**config.mk**
```make
export PLATFORM = sky130hd
export DESIGN_NAME = sample_readback_unpacker_flat
export DESIGN_NICKNAME = d
export VERILOG_FILES = /design/src/rtl/sample_readback_unpacker_pkg.sv /design/src/rtl/sample_readback_unpacker_if.sv /design/src/rtl/sample_lane_serializer.sv /design/src/rtl/sample_readback_unpacker.sv /design/src/flat_wrapper.sv
export SDC_FILE = /design/constraint.sdc
export NUM_CORES = 1
export LEC_CHECK = 0
export BUFFER_PORTS_ARGS = -buffer_cell sky130_fd_sc_hd__buf_4
export CORE_MARGIN = 2
export CORE_UTILIZATION = 55
export DETAILED_ROUTE_END_ITERATION = 10
export HOLD_SLACK_MARGIN = 0.06
export MAX_ROUTING_LAYER = met4
export PLACE_DENSITY = 0.81
export SETUP_SLACK_MARGIN = 0.15
export SYNTH_ARGS = -nofsm -noshare
export SYNTH_HDL_FRONTEND = slang
export SYNTH_SLANG_ARGS = --single-unit
```
**constraint.sdc**
```tcl
create_clock -name clk -period 3.3 [get_ports clk]
set_input_delay 0.66 -clock clk [delete_from_list [all_inputs] [get_ports clk]]
set_output_delay 0.66 -clock clk [all_outputs]
set_load 0.03 [all_outputs]
```
**src/rtl/sample_readback_unpacker_pkg.sv**
```systemverilog
// sample_readback_unpacker_pkg: shared widths, lane geometry and FSM encoding
package sample_readback_unpacker_pkg;
    localparam int DATA_WIDTH      = 128;
    localparam int SAMPLE_WIDTH    = 32;
    localparam int ADX_WIDTH       = 27;
    localparam int ADX_STEP        = 8;
    localparam int MAX_OUTSTANDING = 4;
    localparam int CNT_WIDTH       = 16;
    localparam int LANES           = DATA_WIDTH / SAMPLE_WIDTH;
    localparam int IDX_WIDTH       = $clog2(LANES);
    localparam int OUT_WIDTH       = $clog2(MAX_OUTSTANDING + 1);
    localparam logic [IDX_WIDTH-1:0] LAST_IDX = IDX_WIDTH'(LANES - 1);
    localparam logic [OUT_WIDTH-1:0] OUT_MAX  = OUT_WIDTH'(MAX_OUTSTANDING);
    localparam logic [ADX_WIDTH-1:0] ADX_INC  = ADX_WIDTH'(ADX_STEP);
    typedef enum logic [1:0] {IDLE, RUN, FINISH} state_t;
endpackage

```
**src/rtl/sample_readback_unpacker_if.sv**
```systemverilog
// sample_readback_unpacker_if: memory read/return bus plus the sample stream
interface sample_readback_unpacker_if;
    import sample_readback_unpacker_pkg::*;
    logic                    read_req;
    logic [ADX_WIDTH-1:0]    rd_adx;
    logic                    read_allowed;
    logic                    has_return_data;
    logic [DATA_WIDTH-1:0]   return_data;
    logic [ADX_WIDTH-1:0]    return_adx;
    logic                    get_return_data;
    logic [SAMPLE_WIDTH-1:0] sample_out;
    logic                    sample_valid;
    logic                    sample_ready;
    modport master (
        output read_req, rd_adx, get_return_data, sample_out, sample_valid,
        input  read_allowed, has_return_data, return_data, return_adx, sample_ready
    );
    modport slave (
        input  read_req, rd_adx, get_return_data, sample_out, sample_valid,
        output read_allowed, has_return_data, return_data, return_adx, sample_ready
    );
endinterface

```
**src/rtl/sample_lane_serializer.sv**
```systemverilog
// sample_lane_serializer: holds one DRAM word and emits its lanes LSB-first on valid/ready
module sample_lane_serializer
    import sample_readback_unpacker_pkg::*;
(
    input  logic                    clk,
    input  logic                    reset,
    input  logic                    load,
    input  logic [DATA_WIDTH-1:0]   data,
    input  logic                    ready,
    output logic [SAMPLE_WIDTH-1:0] sample,
    output logic                    valid,
    output logic                    can_load
);
    logic [LANES-1:0][SAMPLE_WIDTH-1:0] word_q;
    logic [IDX_WIDTH-1:0]               idx;
    logic                               hs;

    // a new word may enter when empty or while the last lane is leaving
    always_comb begin
        hs       = valid & ready;
        can_load = ~valid | (hs & (idx == LAST_IDX));
        sample   = word_q[idx];
    end

    // buffer reload takes priority; otherwise step lanes on each handshake
    always_ff @(posedge clk) begin
        if (reset) begin
            word_q <= '0;
            idx    <= '0;
            valid  <= 1'b0;
        end else if (load) begin
            word_q <= data;
            idx    <= '0;
            valid  <= 1'b1;
        end else if (hs) begin
            idx    <= idx + 1'b1;
            valid  <= idx != LAST_IDX;
        end
    end
endmodule

```
**src/rtl/sample_readback_unpacker.sv**
```systemverilog
// sample_readback_unpacker: issues bounded DRAM reads and unpacks returns into 32-bit samples
module sample_readback_unpacker
    import sample_readback_unpacker_pkg::*;
(
    input  logic                 clk,
    input  logic                 reset,
    input  logic                 start,
    input  logic [ADX_WIDTH-1:0] start_adx,
    input  logic [CNT_WIDTH-1:0] num_words,
    output logic                 busy,
    output logic                 done,
    output logic                 adx_error,
    sample_readback_unpacker_if.master bus
);
    state_t               state, state_n;
    logic [CNT_WIDTH-1:0] words_q, issued, received;
    logic [ADX_WIDTH-1:0] next_adx, exp_adx;
    logic [OUT_WIDTH-1:0] outstanding;
    logic                 issue, pop, can_load;

    sample_lane_serializer u_ser (
        .clk      (clk),
        .reset    (reset),
        .load     (pop),
        .data     (bus.return_data),
        .ready    (bus.sample_ready),
        .sample   (bus.sample_out),
        .valid    (bus.sample_valid),
        .can_load (can_load)
    );

    // issue/pop decisions and next state; counting happens on the decision so in-flight never overshoots
    always_comb begin
        issue   = (state == RUN) && (issued < words_q) && (outstanding < OUT_MAX) && bus.read_allowed;
        pop     = (state == RUN) && bus.has_return_data && can_load;
        bus.get_return_data = pop;
        busy    = state == RUN;
        state_n = state == IDLE ? (start ? (num_words == '0 ? FINISH : RUN) : IDLE) :
                  state == RUN  ? ((received == words_q && !bus.sample_valid) ? FINISH : RUN) :
                  IDLE;
    end

    // state, registered read command, address tracking and in-flight accounting
    always_ff @(posedge clk) begin
        if (reset) begin
            state        <= IDLE;
            done         <= 1'b0;
            adx_error    <= 1'b0;
            bus.read_req <= 1'b0;
            bus.rd_adx   <= '0;
            words_q      <= '0;
            issued       <= '0;
            received     <= '0;
            next_adx     <= '0;
            exp_adx      <= '0;
            outstanding  <= '0;
        end else begin
            state        <= state_n;
            done         <= state == FINISH;
            bus.read_req <= issue;
            outstanding  <= outstanding + OUT_WIDTH'(issue) - OUT_WIDTH'(pop);
            if (state == IDLE && start) begin
                words_q   <= num_words;
                next_adx  <= start_adx;
                exp_adx   <= start_adx;
                issued    <= '0;
                received  <= '0;
                adx_error <= 1'b0;
            end else begin
                if (issue) begin
                    bus.rd_adx <= next_adx;
                    next_adx   <= next_adx + ADX_INC;
                    issued     <= issued + 1'b1;
                end
                if (pop) begin
                    exp_adx  <= exp_adx + ADX_INC;
                    received <= received + 1'b1;
                    if (bus.return_adx != exp_adx)
                        adx_error <= 1'b1;
                end
            end
        end
    end
endmodule

```
**src/flat_wrapper.sv**
```systemverilog
// flat-port wrapper written by rule: the top's interface ports become plain ports
module sample_readback_unpacker_flat import sample_readback_unpacker_pkg::*;
  (clk, reset, start, start_adx, num_words, busy, done, adx_error, bus_read_req, bus_rd_adx, bus_get_return_data, bus_sample_out, bus_sample_valid, bus_read_allowed, bus_has_return_data, bus_return_data, bus_return_adx, bus_sample_ready);
  sample_readback_unpacker_if bus_i ();
  input  logic clk;
  input  logic reset;
  input  logic start;
  input  logic [ADX_WIDTH-1:0] start_adx;
  input  logic [CNT_WIDTH-1:0] num_words;
  output logic busy;
  output logic done;
  output logic adx_error;
  output wire logic [$bits(bus_i.read_req)-1:0] bus_read_req;
  output wire logic [$bits(bus_i.rd_adx)-1:0] bus_rd_adx;
  output wire logic [$bits(bus_i.get_return_data)-1:0] bus_get_return_data;
  output wire logic [$bits(bus_i.sample_out)-1:0] bus_sample_out;
  output wire logic [$bits(bus_i.sample_valid)-1:0] bus_sample_valid;
  input wire logic [$bits(bus_i.read_allowed)-1:0] bus_read_allowed;
  input wire logic [$bits(bus_i.has_return_data)-1:0] bus_has_return_data;
  input wire logic [$bits(bus_i.return_data)-1:0] bus_return_data;
  input wire logic [$bits(bus_i.return_adx)-1:0] bus_return_adx;
  input wire logic [$bits(bus_i.sample_ready)-1:0] bus_sample_ready;
  assign bus_read_req = bus_i.read_req;
  assign bus_rd_adx = bus_i.rd_adx;
  assign bus_get_return_data = bus_i.get_return_data;
  assign bus_sample_out = bus_i.sample_out;
  assign bus_sample_valid = bus_i.sample_valid;
  assign bus_i.read_allowed = bus_read_allowed;
  assign bus_i.has_return_data = bus_has_return_data;
  assign bus_i.return_data = bus_return_data;
  assign bus_i.return_adx = bus_return_adx;
  assign bus_i.sample_ready = bus_sample_ready;
  sample_readback_unpacker u_core (.clk(clk), .reset(reset), .start(start), .start_adx(start_adx), .num_words(num_words), .busy(busy), .done(done), .adx_error(adx_error), .bus(bus_i));
endmodule
```
### Word level (Yosys, flattened, before mapping)

Index checks and enable logic that the tools add are counted.

| storage, ports and cells | value |
|---|---|
| word-level logic and storage cells | 68 |
| input bits | 204 |
| bits in registers | 268 |

| cells by class | value |
|---|---|
| reductions and logical operators | 17 |
| $add $sub $neg | 7 |
| order comparisons | 3 |
| bitwise logic cells | 5 |
| multiplexer cells | 13 |
| eq/ne operators | 6 |

Operators with widths:

| kind | count |
|---|---|
| $mux W27 | 4 |
| $bmux W32 S2 | 1 |
| $add A27 B4 Y27 const B | 2 |
| $add A16 B1 Y16 const B | 2 |
| $mux W32 | 1 |
| $ne A27 B27 Y1 | 1 |
| $eq A16 B16 Y1 | 1 |
| $logic_not A16 Y1 | 1 |
| $lt A16 B16 Y1 | 1 |
| $mux W2 | 5 |
| $logic_and A1 B1 Y1 | 7 |
| $reduce_bool A2 Y1 | 3 |
| $eq A2 B2 Y1 const B | 2 |
| $reduce_and A2 Y1 | 2 |
| $reduce_or A2 Y1 | 2 |
| $add A3 B1 Y3 | 1 |
| $lt A2 B3 Y1 const B | 1 |
| $lt A3 B3 Y1 const B | 1 |
| $sub A3 B1 Y3 | 1 |
| $add A2 B1 Y2 const B | 1 |
| $and A1 B1 Y1 | 2 |
| $eq A2 B1 Y1 const B | 1 |
| $logic_not A2 Y1 | 1 |
| $mux W1 | 2 |
| other kinds (4) | 5 |

### Depth between registers and ports, before layout

Gate-level depths: netlist of the first run.

| logic depth | value |
|---|---|
| depth in word-level cells | 6 |
| gate-level depth with buffers | 13 |
| mapped depth without buffers | 12 |

### Modules after synthesis

A second synthesis of the first run with hierarchy kept.

| second synthesis, totals | value |
|---|---|
| cell total of the unflattened synthesis | 1285 |
| area total of the unflattened synthesis | 12233.0 µm² |

By module, submodules not included:

| module | cells an instance | seq. area each (µm²) | area an instance (µm²) | times used |
|---|---|---|---|---|
| sample_readback_unpacker | 818 | 2742.6 | 6712.7 | 1 |
| sample_lane_serializer | 467 | 2622.5 | 5520.3 | 1 |

### Least setup slack after synthesis of the first run

OpenSTA, ideal clock, no wires.

| timing path | value |
|---|---|
| kind | register to register |
| from | reg u_core.words_q[14] |
| to | reg u_core.outstanding[2] |
| data arrival time | 2.861 ns |
| library setup time | 0.128 ns |
| slack | 0.311 ns |
| clock period less this slack | 2.989 ns |
| required time | 3.172 ns |
| path buffers | 1 |
| cell stages (with the launch flop) | 14 |
| cells stage by stage | dfxtp_1 > inv_1 > ha_1 > and4_1 > nand2_1 > or4_4 > nand3_4 > inv_2 > clkbuf_1 > ha_1 > fa_1 > xnor2_1 > xnor2_1 > nor2_1 |

| on the way | value |
|---|---|
| cells in the longest elaborated chain, start to end | 6 |

Ends and longest elaborated chain:

| element | RTL line | text |
|---|---|---|
| start, declared | sample_readback_unpacker.sv:16 | `logic [CNT_WIDTH-1:0] words_q, issued, received;` |
| start signal, assigned | sample_readback_unpacker.sv:63 | `words_q <= num_words;` |
| $lt A16 B16 Y1 | sample_readback_unpacker.sv:34 | `issue = (state == RUN) && (issued < words_q) && (outstanding < OUT_MAX) && bus.read_allowed;` |
| $logic_and A1 B1 Y1 (3 in series) | sample_readback_unpacker.sv:34 |  |
| via u_core.issue | sample_readback_unpacker.sv:19 | `logic issue, pop, can_load;` |
| $add A3 B1 Y3 | sample_readback_unpacker.sv:61 | `outstanding <= outstanding + OUT_WIDTH'(issue) - OUT_WIDTH'(pop);` |
| $sub A3 B1 Y3 | sample_readback_unpacker.sv:61 |  |
| end signal, assigned | sample_readback_unpacker.sv:61 |  |
| end, declared | sample_readback_unpacker.sv:18 | `logic [OUT_WIDTH-1:0] outstanding;` |

The timed path passes the listed nets, and every way through them passes these cells.
A chain may end at the register's enable or synchronous reset.

### Final worst setup path of the first run

| timing path | value |
|---|---|
| from | reg u_core.words_q[14] |
| to | reg u_core.next_adx[3] |

| on the way | value |
|---|---|
| cells in the longest elaborated chain, start to end | 5 |

Ends and longest elaborated chain:

| element | RTL line | text |
|---|---|---|
| $lt A16 B16 Y1 | sample_readback_unpacker.sv:34 |  |
| $logic_and A1 B1 Y1 (3 in series) | sample_readback_unpacker.sv:34 |  |
| $reduce_bool A2 Y1 (no source line) | - |  |
| end signal, assigned | sample_readback_unpacker.sv:64 | `next_adx <= start_adx;` |
| end signal, assigned | sample_readback_unpacker.sv:72 | `next_adx <= next_adx + ADX_INC;` |
| end, declared | sample_readback_unpacker.sv:17 | `logic [ADX_WIDTH-1:0] next_adx, exp_adx;` |

Every way passes these cells.

==> metrics.cfg, run 1 <==
[run_status]
status = completed

[sta]
max_slew_headroom_at_the_worst_pin = 0.359
post-route-period-util = 0.904
clock.fmax_ghz = 0.335
timing.final.setup_violations = 0
worst_clock_skew_ps = 11.3
grt_setup_unrepaired = no
finalMaxSlewViolations = 0
finalHoldViolCount = 0
setup_tns_ps = 0
finalWorstSetupSlack_ps = 315
min_period_ps = 2980
worstMarginPinSlew_ps = 962

[clocking]
clock_latency_ps = 540
cts_tree = yes
buffers_inserted_by_post_cts_timing_repair = 0
clk_pin_slew_worst_paths_ps = 60
cts_inserted_buffers = 28
ctsLongestPathBuffers = 3
cts_repair_resize_count = 0
numClockSinks = 268
cts.hold.buffers_added = 0
clock-root-buffer = sky130_fd_sc_hd__clkbuf_16
clock_tree.htree_level_count = 1

[place]
io_buffers = 268
post-dp-hpwl_um = 22800
dpl_worst_slack_ps = 406
gpl.final_weighted_congestion = 0.891

[floorplanning]
die_area_um2 = 23200
initial_core_utilization = 0.557
die_y_um = 152
chipWidth_um = 152
floorplan.io_pins = 269
rows = 54
core_region_area_um2 = 21800

[drt]
antenna_left = 0
via_per_inst = 5.70
detail_route.first_pass.iterations = 5
drt_first_iter_violations = 926
totalWireLength_um = 33200
vias = 11300
drt-wirelength-per-cell_um = 16.8
post_detailed_route_drc_marker_count = 0

[min_path]
worst_min_delay_path_category = in2reg
worst_hold_path.endpoint = u_core.u_ser.word_q[99]$_SDFFE_PP0P_
worst_hold_startpoint = bus_return_data[99]
min_path_cells = 3

[pwr]
vdd_ir_drop_max_uv = 412
power-per-cell-area_nw_per_um2 = 515
leakage_power_figure_uw = 0.00585

[critical_path]
worst_setup_path_end_kind = flop
worst-r2r-setup-slack_ps = 320
worstPathArrival_ps = 3430
start_kind = flop
cp_data_required_time_ps = 3740
timing.reg2reg.worst_path_depth = 9
path_class = reg2reg
worst_path_maximum_fanout = 70
critical_path.reg2reg.startpoint = u_core.words_q[14]$_SDFFE_PP0P_
worstReg2RegEnd = u_core.next_adx[3]$_SDFFE_PP0P_

[yosys]
area_fraction_of_the_dominant_cell_type_after_synthesis = 0.443
postSynthCellCount = 1460
syn-cell-area_um2 = 12100
synth_enable_flop_cells = 0
postSynth.topFlopCell = sky130_fd_sc_hd__dfxtp_1
synth-warning-count = 0
synth.distinct_cells = 58
postSynthAreaPerCell_um2 = 8.30
yosys_register_bits = 268
synth_nets = 1687
post-synth-top-area-cell = sky130_fd_sc_hd__dfxtp_1
largest_cells_by_area_after_synthesis = sky130_fd_sc_hd__dfxtp_1, sky130_fd_sc_hd__nand2_1, sky130_fd_sc_hd__a21oi_1, sky130_fd_sc_hd__mux4_2, sky130_fd_sc_hd__xor2_1
async_flop_share = 0
synth.yosys.seq_area_share = 0.443

[grt]
grt_usage = 0.285
globalRoute.totalOverflow = 0
grt_pass1_vias = 10700
antenna_found_initial = 1
pin_count_of_the_biggest_net_entering_global_routing = 142
grt_pass1_wl_um = 53700

[final_layout]
layout-area-overhead-vs-synth_pct = 25.5
finalNetCount = 1903
layout_utilization = 0.699
drive_gt1_frac = 0.224

[flow_run]
cap_violations = 0

-- stage by stage --
step                hold slack, ps  instances  cell area (um^2)  total power, uW
floorplan                      432       1460             12100             4230
global placement               438       1926             14200             4630
detailed placement             444       1926             14200             4660
CTS                            344       1978             15200             7860
global route                   354       1979             15200             8130
finish                         371       1979             15200             7830
-- layout make-up --
type	count	area, um^2
antenna	1	2.50
clock buffer	45	896
clock inverter	7	71.3
fill	1761	6540
inverter	35	134
multi-input combinational	1060	6240
sequential	268	5370
tap	280	350
timing repair buffer	283	2150
-- critical path, stage by stage, from the launching register on --
cell and delay, ps:
sky130_fd_sc_hd__dfxtp_1 350, sky130_fd_sc_hd__inv_1 50, sky130_fd_sc_hd__ha_1 310, sky130_fd_sc_hd__and4_1 240, sky130_fd_sc_hd__nand2_1 90, sky130_fd_sc_hd__or4_4 570, sky130_fd_sc_hd__nand3_4 100, sky130_fd_sc_hd__buf_4 540
sky130_fd_sc_hd__mux2_2 420, sky130_fd_sc_hd__a21oi_1 160
-- layout by cell type (no fill, tap or decap), types with 5 or more instances in the layout --
master / instances
sky130_fd_sc_hd__mux4_2: 32
sky130_fd_sc_hd__ha_1: 22
sky130_fd_sc_hd__or4_1: 13
sky130_fd_sc_hd__and3_1: 10
sky130_fd_sc_hd__o21ai_0: 16
sky130_fd_sc_hd__nand2_1: 398
sky130_fd_sc_hd__clkbuf_8: 11
sky130_fd_sc_hd__dfxtp_1: 266
sky130_fd_sc_hd__mux2i_1: 5
sky130_fd_sc_hd__a31oi_1: 16
sky130_fd_sc_hd__o21bai_1: 18
sky130_fd_sc_hd__clkbuf_1: 5
sky130_fd_sc_hd__a21oi_1: 217
sky130_fd_sc_hd__xnor2_1: 40
sky130_fd_sc_hd__inv_1: 33
sky130_fd_sc_hd__nor3_1: 16
sky130_fd_sc_hd__o31ai_1: 13
sky130_fd_sc_hd__clkinv_2: 5
sky130_fd_sc_hd__xor2_1: 44
sky130_fd_sc_hd__nand3_1: 31
sky130_fd_sc_hd__buf_4: 280
sky130_fd_sc_hd__clkbuf_16: 29
sky130_fd_sc_hd__nor4_1: 14
sky130_fd_sc_hd__nand4_1: 28
sky130_fd_sc_hd__nor2_1: 52
sky130_fd_sc_hd__or3_1: 17
-- power breakdown --
part	switching, uW	internal [uW]	leakage, uW
Combinational	575	464	0.00318
Clock	1290	1930	0.000483
Sequential	158	3410	0.00218
-- cell usage after synthesis (all sizes together) (5+ instances only) --
| library cell | instances |
|---|---|
| and3 | 10 |
| o21ai | 16 |
| o31ai | 13 |
| nor4 | 15 |
| o21bai | 18 |
| mux4 | 32 |
| inv | 35 |
| a31oi | 16 |
| or3 | 17 |
| a21oi | 218 |
| nand3 | 33 |
| ha | 22 |
| nand4 | 28 |
| or4 | 14 |
| nor3 | 16 |
| nand2 | 399 |
| mux2i | 5 |
| nor2 | 52 |
| xor2 | 44 |
| clkbuf | 73 |
| dfxtp | 268 |
| buf | 24 |
| xnor2 | 40 |
-- cells by family after synthesis --
group	synth area share
AND/OR/NAND/NOR	0.218
XOR/XNOR	0.0607
adder cells (fa/ha/maj)	0.0244
multiplexers	0.0654
buffers and inverters	0.0439
flip-flops	0.443
AO/OA/AOI/OAI	0.145
-- state kept, by name, summed over array words and instances, names as in the netlist --
| signal | count |
|---|---|
| u_core.adx_error | 1 |
| u_core.bus.rd_adx | 27 |
| u_core.bus.read_req | 1 |
| u_core.done | 1 |
| u_core.exp_adx | 27 |
| u_core.issued | 16 |
| u_core.next_adx | 27 |
| u_core.outstanding | 3 |
| u_core.received | 16 |
| u_core.state | 2 |
| u_core.u_ser.idx | 2 |
| u_core.u_ser.valid | 1 |
| u_core.u_ser.word_q | 128 |
| u_core.words_q | 16 |
-- worst max path at each step --
| stage | start | to | slack [ps] |
|---|---|---|---|
| 2_1_floorplan | u_core.words_q[14]$_SDFFE_PP0P_ | u_core.outstanding[2]$_SDFF_PP0_ | 310 |
| 3_3_place_gp | u_core.words_q[14]$_SDFFE_PP0P_ | u_core.next_adx[3]$_SDFFE_PP0P_ | 460 |
| 3_5_place_dp | u_core.words_q[14]$_SDFFE_PP0P_ | u_core.next_adx[3]$_SDFFE_PP0P_ | 410 |
| 4_1_cts | u_core.words_q[14]$_SDFFE_PP0P_ | u_core.next_adx[3]$_SDFFE_PP0P_ | 340 |
| 5_1_grt | u_core.words_q[14]$_SDFFE_PP0P_ | u_core.next_adx[3]$_SDFFE_PP0P_ | 190 |
| 6_report | u_core.words_q[14]$_SDFFE_PP0P_ | u_core.next_adx[3]$_SDFFE_PP0P_ | 320 |
-- per-layer routing --
metal  share of wire  wire length (um)  GRT usage  vias to the layer above
li1                -                 -          -                     5454
met1            0.41             13700      0.370                     5284
met2            0.49             16100      0.458                      451
met3           0.065              2160     0.0384                       87
met4           0.036              1190      0.106                        0
met5               0                 0          -                        -
(Power assumes the default switching activity.)
==> inputs of run 2 (changes only) <==
Settings changed: PLACE_DENSITY 0.81 to 0.8.
==> run 2 against run 1 <==
  * Sequential power about the same
  * Critical path depth shrank 6
  * Non-clock buffer count is 3 higher
  * Global-route usage fell by 0.59 points
  * Worst setup slack better by 89 ps
  * Total power about the same
  * Critical endpoint is now bus_sample_out[26]
  * Highest routed layer unchanged
==> metrics.cfg, run 2 (same netlist as run 1, synthesis figures left out) <==
[grt]
pin_count_of_the_biggest_net_entering_global_routing = 107  ; -25%
grt_usage = 0.279  ; -0.00589
grt_pass1_wl_um = 52600  ; -2.0%
globalRoute.totalOverflow = 0  ; unchanged
grt_pass1_vias = 10700  ; -0.047%
antenna_found_initial = 1  ; unchanged

[sta]
finalHoldViolCount = 0  ; unchanged
finalMaxSlewViolations = 0  ; unchanged
setup_tns_ps = 0  ; unchanged
min_period_ps = 2900  ; -88.9 ps
worst_clock_skew_ps = 9.94  ; -1.34 ps
timing.final.setup_violations = 0  ; unchanged
clock.fmax_ghz = 0.345  ; +3.1%
max_slew_headroom_at_the_worst_pin = 0.304  ; -0.0541
post-route-period-util = 0.877  ; -0.0269
worstMarginPinSlew_ps = 1040  ; +81.1 ps
grt_setup_unrepaired = no
fin_worst_hold_slack_ps = 364  ; -7.28 ps

[critical_path]
peak_per_stage_delay_on_the_critical_path_ps = 610  ; +40 ps
start_kind = flop
worst_path_maximum_fanout = 33  ; -53%
worst_setup_path_end_kind = output port
worstPathArrival_ps = 2240  ; -1190 ps
cp_data_required_time_ps = 2640  ; -1100 ps
cpMostUsedCell = sky130_fd_sc_hd__buf_4
cp_slowest_cell = sky130_fd_sc_hd__mux4_2
worst-r2r-setup-slack_ps = 410  ; +90 ps
worst_path_cell_chain = buf_4, mux4_2, buf_4
path_class = reg2out

[clocking]
numClockSinks = 268  ; unchanged
clock_tree.htree_level_count = 1  ; unchanged
cts_inserted_buffers = 29  ; +3.6%
ctsLongestPathBuffers = 3  ; unchanged
clock_latency_ps = 540  ; about the same
cts.hold.buffers_added = 0  ; unchanged
cts_tree = yes
buffers_inserted_by_post_cts_timing_repair = 0  ; unchanged
clock-root-buffer = sky130_fd_sc_hd__clkbuf_16
clk_pin_slew_worst_paths_ps = 60  ; about the same
cts_repair_resize_count = 0  ; unchanged

[final_layout]
layout.area.seq_um2 = 5370  ; about the same
largest_reg_flops = 128  ; unchanged
nFillCells = 1756  ; -0.28%
multiInputGateArea_um2 = 6240  ; unchanged
layout_commonest_cell = sky130_fd_sc_hd__nand2_1
finalNetCount = 1907  ; +0.21%
drive_gt1_frac = 0.224  ; about the same
most_frequent_cells_in_the_layout = sky130_fd_sc_hd__nand2_1, sky130_fd_sc_hd__buf_4, sky130_fd_sc_hd__dfxtp_1, sky130_fd_sc_hd__a21oi_1, sky130_fd_sc_hd__nor2_1
layout-area-overhead-vs-synth_pct = 25.5  ; about the same
largest_register = u_core.u_ser.word_q
final_cells = 1983  ; +0.20%

[drt]
totalWireLength_um = 32800  ; -1.1%
antenna_left = 0  ; unchanged
detail_route.first_pass.iterations = 5  ; unchanged
vias = 11200  ; -0.70%
post_detailed_route_drc_marker_count = 0  ; unchanged
drt_first_iter_violations = 802  ; -13%
via_per_inst = 5.65  ; -0.90%
drt-wirelength-per-cell_um = 16.6  ; -1.3%

[min_path]
worst_min_delay_path_category = in2reg

[floorplanning]
die_y_um = 152  ; unchanged
floorplan.io_pins = 269  ; unchanged
rows = 54  ; unchanged
core_region_area_um2 = 21800  ; unchanged
initial_core_utilization = 0.557  ; unchanged
chipWidth_um = 152  ; unchanged
die_area_um2 = 23200  ; unchanged

[place]
post-dp-hpwl_um = 22800  ; -0.14%
gpl.final_weighted_congestion = 0.895  ; +0.43%
dp_cells = 1929  ; +0.16%
io_buffers = 268  ; unchanged

[run_status]
status = completed

[pwr]
power.total_uw = 7830  ; about the same
vdd_ir_drop_max_uv = 358  ; -13%
leakage_power_figure_uw = 0.00584  ; -0.16%
power-per-cell-area_nw_per_um2 = 515  ; about the same

[flow_run]
cap_violations = 0  ; unchanged

[run 2: power breakdown]
part	total [uW]	switching (uW)	internal [uW]
Clock	3230	1310	1910
Sequential	3570	159	3410
Combinational	1040	571	465
[run 2: routing by layer]
layer	up-vias	wire (um)	track usage
met5	-	0	-
met4	0	1450	0.121
met3	98	2360	0.0466
met2	421	15400	0.441
met1	5224	13600	0.356
li1	5454	-	-
[run 2: path summary, 6_finish.rpt]
kind | depth (start not counted) | endpoint | startpoint
max | 3 | bus_sample_out[26] | u_core.u_ser.idx[0]$_SDFFE_PP0P_
min reg2reg | 2 | u_core.u_ser.word_q[86]$_SDFFE_PP0P_ | u_core.u_ser.word_q[86]$_SDFFE_PP0P_
max reg2reg | 9 | u_core.next_adx[3]$_SDFFE_PP0P_ | u_core.words_q[14]$_SDFFE_PP0P_
min | 3 | u_core.u_ser.word_q[94]$_SDFFE_PP0P_ | bus_return_data[94]
[run 2: critical path, delay by kind of cell, from the launching register on]
kind | cells | cell delay (ps)
buffers and inverters | 2 | 720
flip-flops | 1 | 330
multiplexers | 1 | 610
[run 2: through the flow]
| step | worst slack, ps | utilization | instance area (um^2) |
|---|---|---|---|
| 6_report | 404 | 0.699 | 15200 |
| 5_1_grt | 156 | 0.699 | 15200 |
| 4_1_cts | 361 | 0.699 | 15200 |
| 3_5_place_dp | 401 | 0.655 | 14300 |
| 3_3_place_gp | 459 | 0.655 | 14300 |
| 2_1_floorplan | 311 | - | 12100 |
[run 2: layout make-up]
| cell class | count | area share |
|---|---|---|
| clock buffer | 42 | 0.0548 |
| inverter | 35 | 0.00880 |
| clock inverter | 11 | 0.00806 |
| multi-input combinational | 1060 | 0.410 |
| timing repair buffer | 286 | 0.142 |
| tap | 280 | 0.0230 |
| sequential | 268 | 0.353 |
| antenna | 1 | 0.000164 |
